## src/rtl/elevator_pkg.sv

```systemverilog
// Shared encodings for the elevator panel logic.
// Per-key debounce state encoding, used by key_debounce_fsm.
package elevator_pkg;

  typedef enum logic [1:0] {
    IDLE       = 2'd0,
    DB_PRESS   = 2'd1,
    PRESSED    = 2'd2,
    DB_RELEASE = 2'd3
  } key_state_e;

endpackage

```

## src/rtl/key_debounce_fsm.sv

```systemverilog
// One button: 2-flop synchronizer, tick-paced debounce FSM, hold timer and
// registered level/press/release/hold outputs.
//
// state      | meaning
// IDLE       | released and stable, level 0
// DB_PRESS   | key seen high, counting agreeing ticks, level 0
// PRESSED    | press accepted, hold timer running, level 1
// DB_RELEASE | key seen low, counting agreeing ticks, level 1
module key_debounce_fsm
  import elevator_pkg::*;
#(
  parameter int STABLE_TICKS = 4,
  parameter int HOLD_TICKS   = 380
) (
  input  logic clk100mhz,
  input  logic rst_n,
  input  logic i_tick,
  input  logic i_key_raw,
  output logic o_level,
  output logic o_press,
  output logic o_release,
  output logic o_hold
);

  localparam int CNT_W  = (STABLE_TICKS > 1) ? $clog2(STABLE_TICKS) : 1;
  localparam int HCNT_W = $clog2(HOLD_TICKS + 1);
  localparam logic [CNT_W-1:0]  CNT_ONE  = CNT_W'(1);
  localparam logic [CNT_W-1:0]  CNT_LAST = CNT_W'(STABLE_TICKS - 1);
  localparam logic [HCNT_W-1:0] HCNT_MAX = HCNT_W'(HOLD_TICKS);
  localparam logic [HCNT_W-1:0] HCNT_PRE = HCNT_W'(HOLD_TICKS - 1);

  logic [1:0]        r_sync;
  key_state_e        r_state;
  logic [CNT_W-1:0]  r_cnt;
  logic [HCNT_W-1:0] r_hcnt;
  logic              r_level;
  logic              r_press;
  logic              r_release;
  logic              r_hold;
  logic              w_key;

  assign w_key = r_sync[1];

  always_ff @(posedge clk100mhz or negedge rst_n) begin
    if (!rst_n) begin
      r_sync    <= '0;
      r_state   <= IDLE;
      r_cnt     <= '0;
      r_hcnt    <= '0;
      r_level   <= 1'b0;
      r_press   <= 1'b0;
      r_release <= 1'b0;
      r_hold    <= 1'b0;
    end else begin
      r_sync    <= {r_sync[0], i_key_raw};
      r_press   <= 1'b0;
      r_release <= 1'b0;
      r_hold    <= 1'b0;
      if (i_tick) begin
        unique case (r_state)
          IDLE: begin
            if (w_key) begin
              r_state <= DB_PRESS;
              r_cnt   <= CNT_ONE;
            end
          end
          DB_PRESS: begin
            if (!w_key) begin
              r_state <= IDLE;
            end else if (r_cnt == CNT_LAST) begin
              r_state <= PRESSED;
              r_hcnt  <= '0;
              r_press <= 1'b1;
              r_level <= 1'b1;
            end else begin
              r_cnt <= r_cnt + 1'b1;
            end
          end
          PRESSED: begin
            if (!w_key) begin
              r_state <= DB_RELEASE;
              r_cnt   <= CNT_ONE;
            end else if (r_hcnt < HCNT_MAX) begin
              r_hcnt <= r_hcnt + 1'b1;
              r_hold <= (r_hcnt == HCNT_PRE);
            end
          end
          DB_RELEASE: begin
            // hcnt is left alone so a release bounce does not restart hold timing
            if (w_key) begin
              r_state <= PRESSED;
            end else if (r_cnt == CNT_LAST) begin
              r_state   <= IDLE;
              r_release <= 1'b1;
              r_level   <= 1'b0;
            end else begin
              r_cnt <= r_cnt + 1'b1;
            end
          end
          default: r_state <= IDLE;
        endcase
      end
    end
  end

  assign o_level   = r_level;
  assign o_press   = r_press;
  assign o_release = r_release;
  assign o_hold    = r_hold;

endmodule

```

## src/rtl/key_debounce.sv

```systemverilog
// Panel button debouncer: turns the divider's 380 Hz square wave into a shared
// one-cycle tick and runs one independent debounce FSM per key.
module key_debounce #(
  parameter int N_KEYS       = 8,
  parameter int STABLE_TICKS = 4,
  parameter int HOLD_TICKS   = 380
) (
  input  logic              clk100mhz,
  input  logic              rst_n,
  input  logic              tick_src,
  input  logic [N_KEYS-1:0] keys_raw,
  output logic [N_KEYS-1:0] keys_level,
  output logic [N_KEYS-1:0] keys_press,
  output logic [N_KEYS-1:0] keys_release,
  output logic [N_KEYS-1:0] keys_hold
);

  logic [1:0] r_tick_sync;
  logic       r_tick_prev;
  logic       r_tick;

  // tick_src is data from another domain: synchronize, then register the rising edge
  always_ff @(posedge clk100mhz or negedge rst_n) begin
    if (!rst_n) begin
      r_tick_sync <= '0;
      r_tick_prev <= 1'b0;
      r_tick      <= 1'b0;
    end else begin
      r_tick_sync <= {r_tick_sync[0], tick_src};
      r_tick_prev <= r_tick_sync[1];
      r_tick      <= r_tick_sync[1] & ~r_tick_prev;
    end
  end

  for (genvar g = 0; g < N_KEYS; g++) begin : g_key
    key_debounce_fsm #(
      .STABLE_TICKS(STABLE_TICKS),
      .HOLD_TICKS  (HOLD_TICKS)
    ) u_fsm (
      .clk100mhz(clk100mhz),
      .rst_n    (rst_n),
      .i_tick   (r_tick),
      .i_key_raw(keys_raw[g]),
      .o_level  (keys_level[g]),
      .o_press  (keys_press[g]),
      .o_release(keys_release[g]),
      .o_hold   (keys_hold[g])
    );
  end

endmodule

```

## config.mk

```make
export PLATFORM = sky130hd
export DESIGN_NAME = key_debounce
export DESIGN_NICKNAME = d
export VERILOG_FILES = /design/src/rtl/elevator_pkg.sv /design/src/rtl/key_debounce_fsm.sv /design/src/rtl/key_debounce.sv
export SDC_FILE = /design/constraint.sdc
export NUM_CORES = 1
export LEC_CHECK = 0
export CAP_MARGIN = 25
export CORE_UTILIZATION = 55
export CTS_CLUSTER_DIAMETER = 120
export DETAILED_ROUTE_END_ITERATION = 8
export GPL_TIMING_DRIVEN = 0
export MAX_ROUTING_LAYER = met4
export PLACE_DENSITY = 0.74
export RECOVER_POWER = 100
export SLEW_MARGIN = 20
export SYNTH_ARGS = -nofsm -noshare
export SYNTH_HDL_FRONTEND = slang
export SYNTH_SLANG_ARGS = --single-unit
```

## constraint.sdc

```tcl
create_clock -name clk100mhz -period 2.3 [get_ports clk100mhz]
set_input_delay 0.46 -clock clk100mhz [delete_from_list [all_inputs] [get_ports clk100mhz]]
set_output_delay 0.46 -clock clk100mhz [all_outputs]
set_load 0.005 [all_outputs]
```

### Word level (Yosys, flattened, before mapping)

Cells that the tools add are included.

* bits in registers: 156
* input port bits: 11
* logic and storage cells: 533
* output and inout port bits: 32

* add/subtract/negate cells: 16
* bitwise operators: 2
* reduce and logical (&&, ||, !) cells: 56
* equal/unequal tests: 120
* magnitude comparators: 8
* multiplexer cells: 264

Operators by type and width (number)
* $mux W9: 32
* $mux W2: 80
* $pmux W9 S2: 8
* $pmux W2 S4: 16
* $mux W1: 120
* $ne A2 B1 Y1 const B: 48
* $reduce_and A6 Y1: 16
* $reduce_and A5 Y1: 16
* $add A9 B1 Y9 const B: 8
* $eq A9 B9 Y1 const B: 8
* $lt A9 B9 Y1 const B: 8
* $eq A2 B2 Y1 const B: 24
* $ne A2 B2 Y1 const B: 16
* $reduce_bool A2 Y1: 16
* $ne A3 B1 Y1 const B: 8
* $ne A3 B3 Y1 const B: 8
* $add A2 B1 Y2 const B: 8
* $eq A2 B1 Y1 const B: 8
* $logic_not A2 Y1: 8
* $pmux W1 S2: 8
* $and A1 B1 Y1: 1
* $not A1 Y1: 1

### Depth between registers and ports, before layout

* depth in word-level cells: 5
* gate-level depth with buffers: 7

### Cells and area by module

Synthesis repeated with hierarchy kept, for this count alone.

* cells, all modules: 782
* area, all modules: 7905.1 sq um

Modules (own cells, without submodules)
* key_debounce_fsm (g_key[0].u_fsm ...): cells an instance 100, times used 3, area each 988.4 sq um
* key_debounce_fsm (g_key[4].u_fsm ...): cells an instance 93, times used 3, area each 924.6 sq um
* key_debounce_fsm (g_key[7].u_fsm): cells an instance 104, times used 1, area each 1041.0 sq um
* key_debounce_fsm (g_key[3].u_fsm): cells an instance 94, times used 1, area each 1011.0 sq um
* key_debounce: cells an instance 5, times used 1, area each 113.9 sq um

### Least setup slack after synthesis

Ideal clock, no wire load.

* path kind: register to register
* from: reg with a tool-made name
* to: reg g_key[5].u_fsm.r_cnt[0]
* cell stages (with the launch flop): 7
* data required time: 2.175 ns
* path buffers: 1
* slack: 0.602 ns
* data arrival time: 1.573 ns
* cells stage by stage: dfrtp_1 > inv_1 > ha_1 > clkbuf_1 > a21oi_1 > o21ai_0 > mux2_2

RTL lines
* end signal: assignment: RTL line key_debounce_fsm.sv:76 `r_cnt <= r_cnt + 1'b1;`
* end signal: assignment: RTL line key_debounce_fsm.sv:97 `r_cnt <= r_cnt + 1'b1;`
* end: declaration: RTL line key_debounce_fsm.sv:34 `logic [CNT_W-1:0] r_cnt;`

### Worst setup path in the final report

* from: reg r_tick
* to: reg g_key[2].u_fsm.r_hcnt[6]

* cells in the longest elaborated chain, start to end: 1

RTL lines
* start: declaration: RTL line key_debounce.sv:20 `logic r_tick;`
* start signal: assignment: RTL line key_debounce.sv:31 `r_tick <= r_tick_sync[1] & ~r_tick_prev;`
* $reduce_and A6 Y1 (no line)
* end signal: assignment: RTL line key_debounce_fsm.sv:84 `r_hcnt <= r_hcnt + 1'b1;`
* end: declaration: RTL line key_debounce_fsm.sv:35 `logic [HCNT_W-1:0] r_hcnt;`

Every way passes these cells.
A chain may end at the register's enable or synchronous reset.

==> implementation parameters <==
Parameter                              Value

Final layout
  Number of fillers in the final layout ... 1090
  Final net count ... 881
  Filler-free cell count of the finished design ... 1043
  Signed area change from the synthesized netlist to the final layout ... 16.0%
  Fraction of final layout cells sized beyond drive strength 1 ... 0.102
  Number of diodes added for antenna fixing ... 0

STA
  Worst-case headroom to the max-slew limit ... 0.406
  Timing-limited maximum frequency ... 497 MHz
  Final worst path period share ... 0.874
  Final hold viol count ... 0
  Total of endpoints with negative setup slack in the final report ... 0
  Post-layout min period ... 2.01 ns
  Worst clock skew ... 0.00912 ns
  Setup repair after global routing missed its margin ... no
  Measured slew at the worst slew-check pin ... 0.892 ns
  Smallest setup slack after layout ... 0.289 ns
  Max-slew violations ... 0

Worst setup path
  Worst r2r src ... r_tick$_DFF_PN0_
  Crit Reg-Reg Endpoint ... g_key[2].u_fsm.r_hcnt[6]$_DFFE_PN0P_
  Register-to-Register Setup Slack ... 0.29 ns
  Critical path type ... reg2reg
  Data required time at the worst endpoint ... 2.66 ns
  Critical Path AT ... 2.37 ns
  Category of the worst setup path capture point ... flip-flop
  Path depth of the worst reg2reg path ... 5
  Startpoint class of the critical path ... flip-flop
  Top fanout value on the critical path ... 10

Placement
  DPL Wire Length ... 10600 µm
  Pre-CTS worst setup slack ... 0.306 ns
  Number of port buffers ... 42
  Cell count after placement ... 1010
  Weighted congestion reported at the end of routability-driven placement ... 0.928

Clock tree
  Post-CTS sizing ... 0
  TritonCTS clock tree ... built
  CTS H-Tree Depth ... 4
  # Post-CTS Setup Buffers ... 0
  Clock latency on the worst-skew pair ... 0.43 ns
  Clock-pin slew reported for the worst setup and hold paths after clock tree synthesis ... 0.06 ns
  Clock sink count ... 156
  Total CTS buffers ... 17
  Maximum buffer depth of the clock tree ... 2
  Clock root buffer master ... clkbuf_16

Hold path
  Hold wc startpoint ... r_tick_sync[0]$_DFF_PN0_
  Hold EP ... r_tick_sync[1]$_DFF_PN0_
  Worst hold path depth ... 0
  HP Class ... reg2reg

Floorplanning
  Core region area ... 13900 µm²
  Die height ... 121 µm
  Chip Width ... 121 µm
  # IOs ... 43
  Number of cell rows ... 43
  Starting density of the core ... 0.566
  Full die area ... 14800 µm²

Routing
  Count of vias placed by the detailed router ... 6141
  1st-iter DRT viols ... 393
  Routed vias/inst ... 5.89
  Number of antenna-violating nets in the routed design ... 0
  Post-detailed-route DRC marker count ... 0
  Routed wire length per instance ... 14.9 µm
  Total Wirelength ... 15600 µm
  Drt pass-1 iters ... 6

Logic synthesis
  Number of flops mapped to enable cells by yosys ... 0
  Sequential fraction of the synthesis area ... 0.497
  Count of unique library cells instantiated by Yosys ... 79
  Number of warnings printed during yosys synthesis ... 0
  Most used DFF post-synth ... dfrtp_1
  Synth Instances ... 787
  Synth async-reset ratio ... 1.00
  Post-synth design cell area ... 7850 µm²
  Net count after synthesis ... 818
  Mean instance size in the synthesized netlist ... 9.98 µm²
  Post-synthesis sequential element count ... 156

Global route
  Routing usage on met2 ... 0.385
  Wire length of the first global-routing pass ... 26900 µm
  Initial antenna violation count ... 0
  Fraction of met3 tracks used by global routing ... 0.0484
  Busiest layer in global routing ... met2
  Met1 Use GR ... 0.280
  Global Route Usage Sum ... 0.236
  Largest net degree at the start of global routing ... 99
  Vias in the first global route ... 5998
  Overflow after GRT ... 0

Status
  Outcome ... completed

Pwr
  Maximum VDD drop ... 0.000674 V
  Reported leakage power ... 4.19 nW
  Total power divided by cell area ... 893 nW/µm²

Job
  Number of max-cap violations ... 0
cells in the mapped netlist, types with 3 or more instances:
master | n | area [µm²]
a22o_1 | 9 | 78.8
mux2i_1 | 13 | 130
dfrtp_1 | 156 | 3900
buf_2 | 7 | 35.0
nor2_1 | 23 | 86.3
nor3_1 | 10 | 50.1
clkbuf_1 | 14 | 52.6
o2bb2ai_1 | 3 | 26.3
o31ai_1 | 6 | 45.0
o211ai_1 | 9 | 67.6
and3_1 | 16 | 100
nand4_1 | 14 | 87.6
or3_1 | 10 | 62.6
or4_1 | 4 | 30.0
inv_1 | 27 | 101
a21o_1 | 11 | 82.6
mux2_2 | 5 | 56.3
a31oi_1 | 11 | 68.8
nand2_1 | 87 | 327
xor2_1 | 8 | 70.1
ha_1 | 20 | 250
and4b_1 | 4 | 40.0
o22ai_1 | 4 | 25.0
o21a_1 | 4 | 30.0
buf_4 | 33 | 248
and4_1 | 3 | 26.3
a32o_1 | 3 | 30.0
a211o_1 | 7 | 61.3
o21ai_0 | 55 | 275
nor3b_1 | 12 | 90.1
nand2b_1 | 20 | 125
nor2b_1 | 6 | 37.5
nor4_1 | 7 | 43.8
nand3_1 | 62 | 310
a21oi_1 | 38 | 190
and2_1 | 10 | 62.6
per-stage QoR:
stage	setup TNS, ns	hold WS (ns)	util	area (µm²)	power (mW)
6_report	0	0.348	0.656	9110	8.13
5_1_grt	0	0.356	0.656	9110	8.59
4_1_cts	0	0.349	0.662	9190	8.24
3_5_place_dp	0	0.335	0.615	8530	5.17
3_3_place_gp	-824.25	0.333	0.612	8500	5.00
2_1_floorplan	0	0.164	-	7850	4.66
cell type report:
cell class	instances	area [µm²]	area share
Timing Repair Buffer	44	447	0.0490
Multi-Input combinational cell	547	3430	0.376
Sequential cell	156	3900	0.429
Buffer	56	354	0.0389
Clock buffer	18	429	0.0471
Inverter	28	105	0.0115
Tap cell	180	225	0.0247
Clock inverter	14	216	0.0238
state kept, by name, indices dropped and copies added (netlist names), named ones only:
signal                 flops
r_tick_sync                2
g_key.u_fsm.r_sync        16
g_key.u_fsm.o_release      8
g_key.u_fsm.r_cnt         16
r_tick_prev                1
g_key.u_fsm.o_press        8
g_key.u_fsm.r_state        8
g_key.u_fsm.o_level        8
g_key.u_fsm.r_hcnt        72
r_tick                     1
g_key.u_fsm.o_hold         8
kinds of logic after synthesis:
kind of cell             Yosys count  share of synthesized area
AO/OA/AOI/OAI                    185                      0.158
XOR/XNOR                          10                     0.0112
adder cells (fa/ha/maj)           20                     0.0319
buffers and inverters             84                     0.0589
flip-flops                       156                      0.497
multiplexers                      19                     0.0252
AND/OR/NAND/NOR                  313                      0.218
cells in the final DEF, fill, tap and decap left out, types with 5 or more instances in the layout:
cell type,n
dfrtp_1,156
nand2_1,87
nand3_1,63
o21ai_0,55
dlygate4sd3_1,42
a21oi_1,39
buf_4,33
inv_1,28
nor2_1,23
nand2b_1,20
ha_1,20
clkbuf_1,18
clkbuf_16,17
and3_1,16
nand4_1,15
mux2i_1,13
nor3b_1,12
a21o_1,12
a31oi_1,11
or3_1,10
nor3_1,10
o211ai_1,10
and2_1,9
a22o_1,9
nor4_1,8
xor2_1,8
a211o_1,7
nor2b_1,6
o31ai_1,6
and4b_1,5
mux2_2,5
bufinv_16,5
worst max path at each step:
stage,endpoint,start,depth (start not counted),slack [ns]
after global routing,g_key[7].u_fsm.r_hcnt[6]$_DFFE_PN0P_,g_key[7].u_fsm.r_hcnt[2]$_DFFE_PN0P_,6,0.15
after global placement,g_key[0].u_fsm.r_hcnt[0]$_DFFE_PN0P_,rst_n,1,-5.30
after floorplan,g_key[5].u_fsm.r_cnt[0]$_DFFE_PN0P_,flip-flop,6,0.60
final,g_key[2].u_fsm.r_hcnt[6]$_DFFE_PN0P_,r_tick$_DFF_PN0_,5,0.29
after detailed placement,g_key[4].u_fsm.o_level$_DFFE_PN0P_,r_tick$_DFF_PN0_,6,0.31
after CTS,g_key[4].u_fsm.o_level$_DFFE_PN0P_,r_tick$_DFF_PN0_,6,0.30
critical path: stages (launching register included):
cell and delay (ns):
dfrtp_1 0.55, buf_6 0.23, and2_0 0.21, o2111ai_1 0.36, a2111oi_2 0.46, a211o_1 0.14
power breakdown:
part	internal [mW]	switching, mW
Combinational	0.697	0.855
Clock	1.93	1.12
Sequential	3.12	0.413
what timing repair did:
item | 4_1_cts | 5_1_grt
hold endpoints to repair | 58 | 0
setup endpoints to repair | 0 | 0
hold buffers | 1 | 0
per-layer routing:
metal	wire [µm]	up-vias
met5	0	-
met2	7790	155
li1	-	2970
met3	629	27
met1	6790	2989
met4	363	0
(Power assumes the default switching activity.)
